### src/rtl/nonogram_pkg.sv
// Shared types and default sizing for the nonogram line solver.
package nonogram_pkg;

    localparam int unsigned DefaultSize       = 3;
    localparam int unsigned DefaultMaxOptions = 16;

    typedef enum logic [2:0] {
        IDLE,
        FETCH,
        READ,
        ISSUE,
        WAIT,
        FINISH
    } seq_state_t;

    // Field widths follow DefaultSize; instances must use SIZE == DefaultSize.
    typedef struct packed {
        logic [DefaultSize-1:0] assigned;
        logic [DefaultSize-1:0] known;
        logic                   contradict;
        logic                   changed;
    } line_result_t;

endpackage

### src/rtl/option_accumulator.sv
// Folds surviving options into AND/OR masks and a survivor count, and merges them
// with the latched line state into the deduced result.
module option_accumulator
    import nonogram_pkg::*;
#(
    parameter int unsigned SIZE  = DefaultSize,
    parameter int unsigned CNT_W = 5
) (
    input  logic             clk_i,
    input  logic             rst_ni,
    input  logic             clear_i,
    input  logic             acc_en_i,
    input  logic [SIZE-1:0]  option_i,
    input  logic [SIZE-1:0]  assigned_i,
    input  logic [SIZE-1:0]  known_i,
    output logic [CNT_W-1:0] survivors_o,
    output logic             saturated_o,
    output line_result_t     result_o
);

    logic [SIZE-1:0]  and_q, and_d;
    logic [SIZE-1:0]  or_q, or_d;
    logic [CNT_W-1:0] cnt_q, cnt_d;
    logic [SIZE-1:0]  newly;
    logic [SIZE-1:0]  known_m;

    // Next-state: clear on pass start, fold in an option on each survivor.
    always_comb begin
        and_d = and_q;
        or_d  = or_q;
        cnt_d = cnt_q;
        if (clear_i) begin
            and_d = '1;
            or_d  = '0;
            cnt_d = '0;
        end else if (acc_en_i) begin
            and_d = and_q & option_i;
            or_d  = or_q | option_i;
            cnt_d = cnt_q + 1'b1;
        end
    end

    // Accumulator state.
    always_ff @(posedge clk_i or negedge rst_ni) begin
        if (!rst_ni) begin
            and_q <= '1;
            or_q  <= '0;
            cnt_q <= '0;
        end else begin
            and_q <= and_d;
            or_q  <= or_d;
            cnt_q <= cnt_d;
        end
    end

    // Merge: an unknown cell is deduced when every survivor agrees on its value.
    always_comb begin
        newly       = ~known_i & (and_q | ~or_q);
        known_m     = known_i | newly;
        // True when folding option_i would leave no unknown cell with a unanimous value.
        saturated_o = ((((and_q & option_i) | ~(or_q | option_i)) & ~known_i) == '0);
        result_o    = '0;
        if (cnt_q == '0) begin
            result_o.assigned   = assigned_i;
            result_o.known      = known_i;
            result_o.contradict = 1'b1;
            result_o.changed    = 1'b0;
        end else begin
            result_o.assigned   = (assigned_i & known_i) | (and_q & newly);
            result_o.known      = known_m;
            result_o.contradict = 1'b0;
            result_o.changed    = (known_m != known_i);
        end
    end

    assign survivors_o = cnt_q;

endmodule

### src/rtl/option_sequencer.sv
// Scans a line's candidate options through the simplify checker and merges the
// survivors into newly deduced cells.
// Build option: define SEQ_EARLY_EXIT_EN to stop scanning once no deduction remains.
module option_sequencer
    import nonogram_pkg::*;
#(
    parameter int unsigned SIZE        = DefaultSize,
    parameter int unsigned MAX_OPTIONS = DefaultMaxOptions,
    parameter int unsigned ADDR_W      = $clog2(MAX_OPTIONS)
) (
    input  logic              clk,
    input  logic              rst,
    input  logic              start,
    input  logic [ADDR_W:0]   num_options,
    input  logic [SIZE-1:0]   assigned_in,
    input  logic [SIZE-1:0]   known_in,
    output logic [ADDR_W-1:0] opt_addr,
    input  logic [SIZE-1:0]   opt_data,
    output logic              simp_valid_in,
    output logic [SIZE-1:0]   simp_assigned,
    output logic [SIZE-1:0]   simp_known,
    output logic [SIZE-1:0]   simp_option,
    input  logic              simp_valid,
    input  logic              simp_contradict,
    output logic              busy,
    output logic              done,
    output logic [SIZE-1:0]   assigned_out,
    output logic [SIZE-1:0]   known_out,
    output logic              contradict,
    output logic              changed,
    output logic [ADDR_W:0]   survivors
);

`ifdef SEQ_EARLY_EXIT_EN
    localparam bit EarlyExitEn = 1'b1;
`else
    localparam bit EarlyExitEn = 1'b0;
`endif

    localparam logic [ADDR_W:0] MaxOpts = (ADDR_W + 1)'(MAX_OPTIONS);

    seq_state_t        state_q;
    logic [ADDR_W:0]   idx_q;
    logic [ADDR_W:0]   num_q;
    logic [ADDR_W-1:0] opt_addr_q;
    logic              simp_valid_in_q;
    logic [SIZE-1:0]   simp_assigned_q;
    logic [SIZE-1:0]   simp_known_q;
    logic [SIZE-1:0]   simp_option_q;
    logic              busy_q;
    logic              done_q;
    line_result_t      res_q;

    logic              start_ok;
    logic              acc_en;
    logic              acc_saturated;
    logic              early_exit;
    logic [ADDR_W:0]   num_clamped;
    logic [ADDR_W:0]   idx_inc;
    line_result_t      acc_result;

    assign start_ok    = (state_q == IDLE) && start;
    assign acc_en      = (state_q == WAIT) && simp_valid && !simp_contradict;
    assign early_exit  = EarlyExitEn && acc_en && acc_saturated;
    assign num_clamped = (num_options > MaxOpts) ? MaxOpts : num_options;
    assign idx_inc     = idx_q + 1'b1;

    option_accumulator #(
        .SIZE  (SIZE),
        .CNT_W (ADDR_W + 1)
    ) u_acc (
        .clk_i       (clk),
        .rst_ni      (rst),
        .clear_i     (start_ok),
        .acc_en_i    (acc_en),
        .option_i    (simp_option_q),
        .assigned_i  (simp_assigned_q),
        .known_i     (simp_known_q),
        .survivors_o (survivors),
        .saturated_o (acc_saturated),
        .result_o    (acc_result)
    );

    // Sequencer FSM with registered simplify-side and result outputs.
    always_ff @(posedge clk or negedge rst) begin
        if (!rst) begin
            state_q         <= IDLE;
            idx_q           <= '0;
            num_q           <= '0;
            opt_addr_q      <= '0;
            simp_valid_in_q <= 1'b0;
            simp_assigned_q <= '0;
            simp_known_q    <= '0;
            simp_option_q   <= '0;
            busy_q          <= 1'b0;
            done_q          <= 1'b0;
            res_q           <= '0;
        end else begin
            done_q          <= 1'b0;
            simp_valid_in_q <= 1'b0;
            unique case (state_q)
                IDLE: begin
                    if (start) begin
                        simp_assigned_q <= assigned_in;
                        simp_known_q    <= known_in;
                        num_q           <= num_clamped;
                        idx_q           <= '0;
                        opt_addr_q      <= '0;
                        busy_q          <= 1'b1;
                        res_q           <= '0;
                        state_q         <= (num_clamped == '0) ? FINISH : FETCH;
                    end
                end
                FETCH: state_q <= READ;
                READ: begin
                    simp_option_q   <= opt_data;
                    simp_valid_in_q <= 1'b1;
                    state_q         <= ISSUE;
                end
                ISSUE: state_q <= WAIT;
                WAIT: begin
                    if (simp_valid) begin
                        idx_q <= idx_inc;
                        if ((idx_inc == num_q) || early_exit) begin
                            state_q <= FINISH;
                        end else begin
                            // Address moves on entry to FETCH so data lands in READ.
                            opt_addr_q <= idx_inc[ADDR_W-1:0];
                            state_q    <= FETCH;
                        end
                    end
                end
                FINISH: begin
                    res_q   <= acc_result;
                    done_q  <= 1'b1;
                    busy_q  <= 1'b0;
                    state_q <= IDLE;
                end
                default: state_q <= IDLE;
            endcase
        end
    end

    assign opt_addr      = opt_addr_q;
    assign simp_valid_in = simp_valid_in_q;
    assign simp_assigned = simp_assigned_q;
    assign simp_known    = simp_known_q;
    assign simp_option   = simp_option_q;
    assign busy          = busy_q;
    assign done          = done_q;
    assign assigned_out  = res_q.assigned;
    assign known_out     = res_q.known;
    assign contradict    = res_q.contradict;
    assign changed       = res_q.changed;

endmodule
### config.mk
export PLATFORM = sky130hd
export DESIGN_NAME = option_sequencer
export DESIGN_NICKNAME = d
export VERILOG_FILES = /design/src/rtl/nonogram_pkg.sv /design/src/rtl/option_accumulator.sv /design/src/rtl/option_sequencer.sv
export SDC_FILE = /design/constraint.sdc
export NUM_CORES = 1
export LEC_CHECK = 0
export ABC_CLOCK_PERIOD_IN_PS = 2080
export CAP_MARGIN = 10
export CORE_ASPECT_RATIO = 0.9
export CORE_MARGIN = 2
export CORE_UTILIZATION = 51
export DETAILED_ROUTE_END_ITERATION = 12
export PLACE_DENSITY = 0.86
export SYNTH_ARGS = -nofsm -noshare
export SYNTH_HDL_FRONTEND = slang
export SYNTH_HIERARCHICAL = 1
export SYNTH_SLANG_ARGS = --single-unit
### constraint.sdc
create_clock -name clk -period 2.08 [get_ports clk]
set_input_delay 0.416 -clock clk [delete_from_list [all_inputs] [get_ports clk]]
set_output_delay 0.416 -clock clk [all_outputs]
set_load 0.005 [all_outputs]
[Yosys cells after proc, flatten, opt, wreduce, memory -nomap -nowiden]
Cells that the tools add are included.
Operators by class
  reductions and logical operators: 15
  mux-type cells: 26
  eq/ne operators: 10
  add/subtract/negate cells: 2
  bitwise logic cells: 10
  $lt $le $gt $ge: 1
Operator list (number)
  two-way mux 5 bit: 5
  two-way mux 3 bit: 8
  two-way mux 8 bit: 2
  one-hot mux 8 bit (2 select lines): 1
  one-hot mux 3 bit (5 select lines): 1
  AND 3 bit: 4
  two-way mux 4 bit: 3
  bitwise OR 3 bit: 4
  adder 5 x 1 -> 5 bit, second input constant: 2
  logical NOT 5 bit: 2
  one-hot mux 5 bit (2 select lines): 1
  one-hot mux 4 bit (2 select lines): 1
  == test 3 x 2 -> 1 bit, second input constant: 2
  == test 3 bit, second input constant: 2
  != test 2 bit, second input constant: 3
  inverter 3 bit: 2
  AND reduction 2 bit: 3
  nonzero test 2 bit: 3
  == test 5 bit: 1
  greater-than comparator 5 bit, second input constant: 1
  AND reduction 4 bit: 1
  == test 3 x 1 -> 1 bit, second input constant: 1
  logical AND 1 bit: 3
  logical NOT 3 bit: 1
  other kinds (5): 7
Storage, ports and cells
  bits in registers: 48
  input bits: 19
  output and inout bits: 29

[Logic depth before layout (Yosys ltp)]
Gate-level depths: netlist (run 1).
  word-level depth: 7
  gate-level depth with buffers: 8

[Cells and area by module]
The synthesis (run 1) kept the hierarchy.
Modules (own cells, without submodules)
  option_sequencer: area each 1697.9 µm², sequential area each 925.9 µm², instances 1, cells an instance 166
  option_accumulator: area each 643.1 µm², sequential area each 279.0 µm², instances 1, cells an instance 66

[Least setup slack after synthesis (run 1)]
No wires, ideal clock.
  path kind: flip-flop to flip-flop
  start point: register state_q[0]
  end point: register opt_addr_q[0], in the netlist opt_addr[0]
  slack: 0.166 ns
  required time: 1.955 ns
  stages on the path, launching flop included: 7
  data arrival time: 1.789 ns
  path buffers: 2
  period minus slack after synthesis: 1.914 ns
  setup time: 0.125 ns
  path through: dfrtp_1 -> buf_6 -> or3b_1 -> buf_6 -> nor4_4 -> a31oi_4 -> mux2_4
Between the ends
  word-level cells in the longest chain between the ends: 3
  elaborated cells on any way between the ends: 8
  classes of those cells: eq/ne: 4; mux: 1; reduce/logical: 3
RTL lines
  start, declared: line option_sequencer.sv:42  | seq_state_t state_q;
  start signal, assigned: line option_sequencer.sv:111  | state_q <= (num_clamped == '0) ? FINISH : FETCH;
  == test 3 bit or logical NOT 3 bit (tied branches): line option_sequencer.sv:101  | unique case (state_q)
  != test 2 bit (no line) or nonzero test 2 bit (tied branches)
  AND reduction 4 bit (no line)
  end signal, assigned: line option_sequencer.sv:128  | opt_addr_q <= idx_inc[ADDR_W-1:0];
  end, declared: line option_sequencer.sv:45  | logic [ADDR_W-1:0] opt_addr_q;
Several ways; a longest one is shown, not always the timed one.
A chain may end at the register's enable or synchronous reset.

[Final worst setup path (run 1)]
  start point: register idx_q[1]
  end point: register opt_addr_q[0], in the netlist opt_addr[0]
Between the ends
  word-level cells in the longest chain between the ends: 4
RTL lines
  start, declared: line option_sequencer.sv:43  | logic [ADDR_W:0] idx_q;
  start signal, assigned: line option_sequencer.sv:123  | idx_q <= idx_inc;
  adder 5 x 1 -> 5 bit: line option_sequencer.sv:66  | assign idx_inc = idx_q + 1'b1;
  == test 5 bit: line option_sequencer.sv:124  | if ((idx_inc == num_q) || early_exit) begin
  != test 2 bit (no line)
  AND reduction 4 bit (no line)
No other way between the ends.

==> flow_summary.ini, run 1 <==
[detailed_routing]
viasPerCell = 5.17
dr.pass1.iters = 4
vias = 1773
wl_um = 4850
final_antenna_net_count = 0
avgRoutedWirePerCell_um = 14.2
drt-initial-drc-count = 147
drc_errors = 0

[setup_path]
path_max_fanout = 5
r2r_setup_slack_ns = 0.13
cp_data_arrival_time_ns = 2.14
startpoint_type = flop
crit_required_ns = 2.27
timing.rr.start = idx_q[1]
worst_setup_path_end_kind = flop
critPathKind = reg2reg
reg2reg_depth = 5
worstSetupStartpoint = idx_q[1]

[sta]
rsz0062_at_grt = no
timing.final.crit_share_pct = 93.9
fmax_mhz = 512
finalSetupViolCount = 0
drv_slew = 0
tightest_slew_ns = 0.591
hold_violations = 0
maxSlewHeadroom_pct = 60.6
tns_ns = 0
min_period_ns = 1.95
clock_skew_ns = 0.0108

[finish]
multi_input_area_um2 = 1010
syn2layout_area_growth_pct = 30.9
final_nets = 302
fin_util_pct = 68.2
diodes = 0
seq_area_um2 = 1200
drive_above_1_share_pct = 12.1
fillers = 341

[floorplan]
io_pins = 48
initial_utilization_pct = 52.1
dieArea_um2 = 5050
placementRows = 23
die_y_um = 67.6
die_x_um = 74.7
coreArea_um2 = 4400

[clocking]
cts.clk_slew.worst_paths_ns = 0.09
post_cts_resized = 0
cts_buffers = 5
cts_buffer_depth = 2
cts_setup_buffers = 0
ctsHoldBuffers = 0
clk_latency_ns = 0.30
h-tree-depth = 2
cts.sinks = 48
cts_tree = yes
root_buffer = clkbuf_8

[global_route]
grt.total_usage_pct = 21.9
antenna_found_initial = 0
grt_max_degree = 27
gr-total-overflow = 0
grt_pass1_wl_um = 8220
grt_pass1_vias = 1718

[pwr]
power_density_nw_per_um2 = 1230
vdd_drop_max_uv = 799
leakage_nw = 1.35

[logic_synthesis]
synth_area_per_cell_um2 = 10.2
syn_nets = 246
synthCells = 224
netlist_area_um2 = 2290
synth_warnings = 6

[worst_hold_path]
hold_path_class = in2async

[placed_design]
hpwl_um = 3560
numPortBuffers = 47
gp_congestion = 0.943

[run_status]
status = finished clean

[flow_run]
cap_viol_max_count = 0
metal layers:
metal	track usage [%]	vias to the layer above	wire, µm
li1	-	862	-
met1	30.5	849	2260
met2	33.7	49	2300
met3	4.63	13	169
met4	8.71	0	127
met5	0	-	0
state kept, by name, indices dropped and copies added (netlist names):
| name | flops |
|---|---|
| idx_q | 5 |
| busy | 1 |
| u_acc/survivors_o | 5 |
| u_acc/and_q | 3 |
| simp_option | 3 |
| u_acc/or_q | 3 |
| changed | 1 |
| contradict | 1 |
| assigned_out | 3 |
| num_q | 5 |
| state_q | 3 |
| simp_assigned | 3 |
| done | 1 |
| simp_known | 3 |
| simp_valid_in | 1 |
| known_out | 3 |
| opt_addr | 4 |
layout by cell type, fill, tap and decap left out, types with 2 or more instances in the layout:
cell,instances
nand2_1,52
nand4_1,2
nor2b_1,5
mux2i_1,2
nand2b_1,5
dfstp_2,3
nor2_1,16
mux2_4,3
mux2_2,3
clkdlybuf4s50_1,46
nand3_1,5
o21ai_0,13
clkbuf_8,6
o21bai_1,4
a21oi_1,5
inv_1,6
a21o_1,3
ha_1,3
buf_4,10
dfrtp_1,45
nand3b_1,5
xor2_1,5
mux2_1,3
xnor2_1,7
or2_2,2
path summary, 6_finish.rpt:
path / endpoint
min in group clk: busy
worst max-delay path: opt_addr[0]
worst max register to register: opt_addr[0]
max in group asynchronous: num_q[1]
worst min-delay path: u_acc/or_q[2]
worst min register to register: busy
worst max-delay path, stage by stage, from the launching register on:
cell and delay [ns]:
dfrtp_1 0.38, ha_1 0.24, xor3_1 0.48, nor4_4 0.24, a31oi_4 0.19, mux2_4 0.33
power by group:
part	leakage (nW)	internal, mW	switching (mW)
Sequential	0.626	1.25	0.239
Clock	0.0614	0.393	0.309
Combinational	0.659	0.818	0.684
Total	1.35	2.47	1.23
final cells by class:
type	instances	area share (%)
flip-flops and latches	48	40.1
clock buffers	6	2.75
repair buffers	58	18.7
clock inverters	2	1.29
multi-input cells	160	33.7
well taps	62	2.58
inverters	7	0.875
stage by stage:
stage          total power [mW]  instances  worst slack [ns]  hold WS, ns  area, µm²
4_1_cts                    3.72        343             0.135        0.118       3000
6_report                   3.70        343             0.127        0.111       3000
5_1_grt                    3.97        343            0.0614        0.143       3000
3_5_place_dp               3.01        335             0.113        0.446       2880
2_1_floorplan              2.31        224             0.166        0.120       2290
3_3_place_gp               2.95        335             0.151        0.443       2880
(Power assumes the default switching activity.)
==> run 2: changes to the inputs <==
--- a/config.mk
+++ b/config.mk
@@ -6,10 +6,11 @@
 export NUM_CORES = 1
 export LEC_CHECK = 0
 export ABC_CLOCK_PERIOD_IN_PS = 2080
-export CAP_MARGIN = 10
+export CAP_MARGIN = 15
 export CORE_ASPECT_RATIO = 0.9
 export CORE_MARGIN = 2
 export CORE_UTILIZATION = 51
+export CTS_BUF_LIST = sky130_fd_sc_hd__clkbuf_4 sky130_fd_sc_hd__clkbuf_8 sky130_fd_sc_hd__clkbuf_16
 export DETAILED_ROUTE_END_ITERATION = 12
 export PLACE_DENSITY = 0.86
 export SYNTH_ARGS = -nofsm -noshare
==> results of run 2 <==
No change in the layout: final DEF, timing and power equal those of run 1.
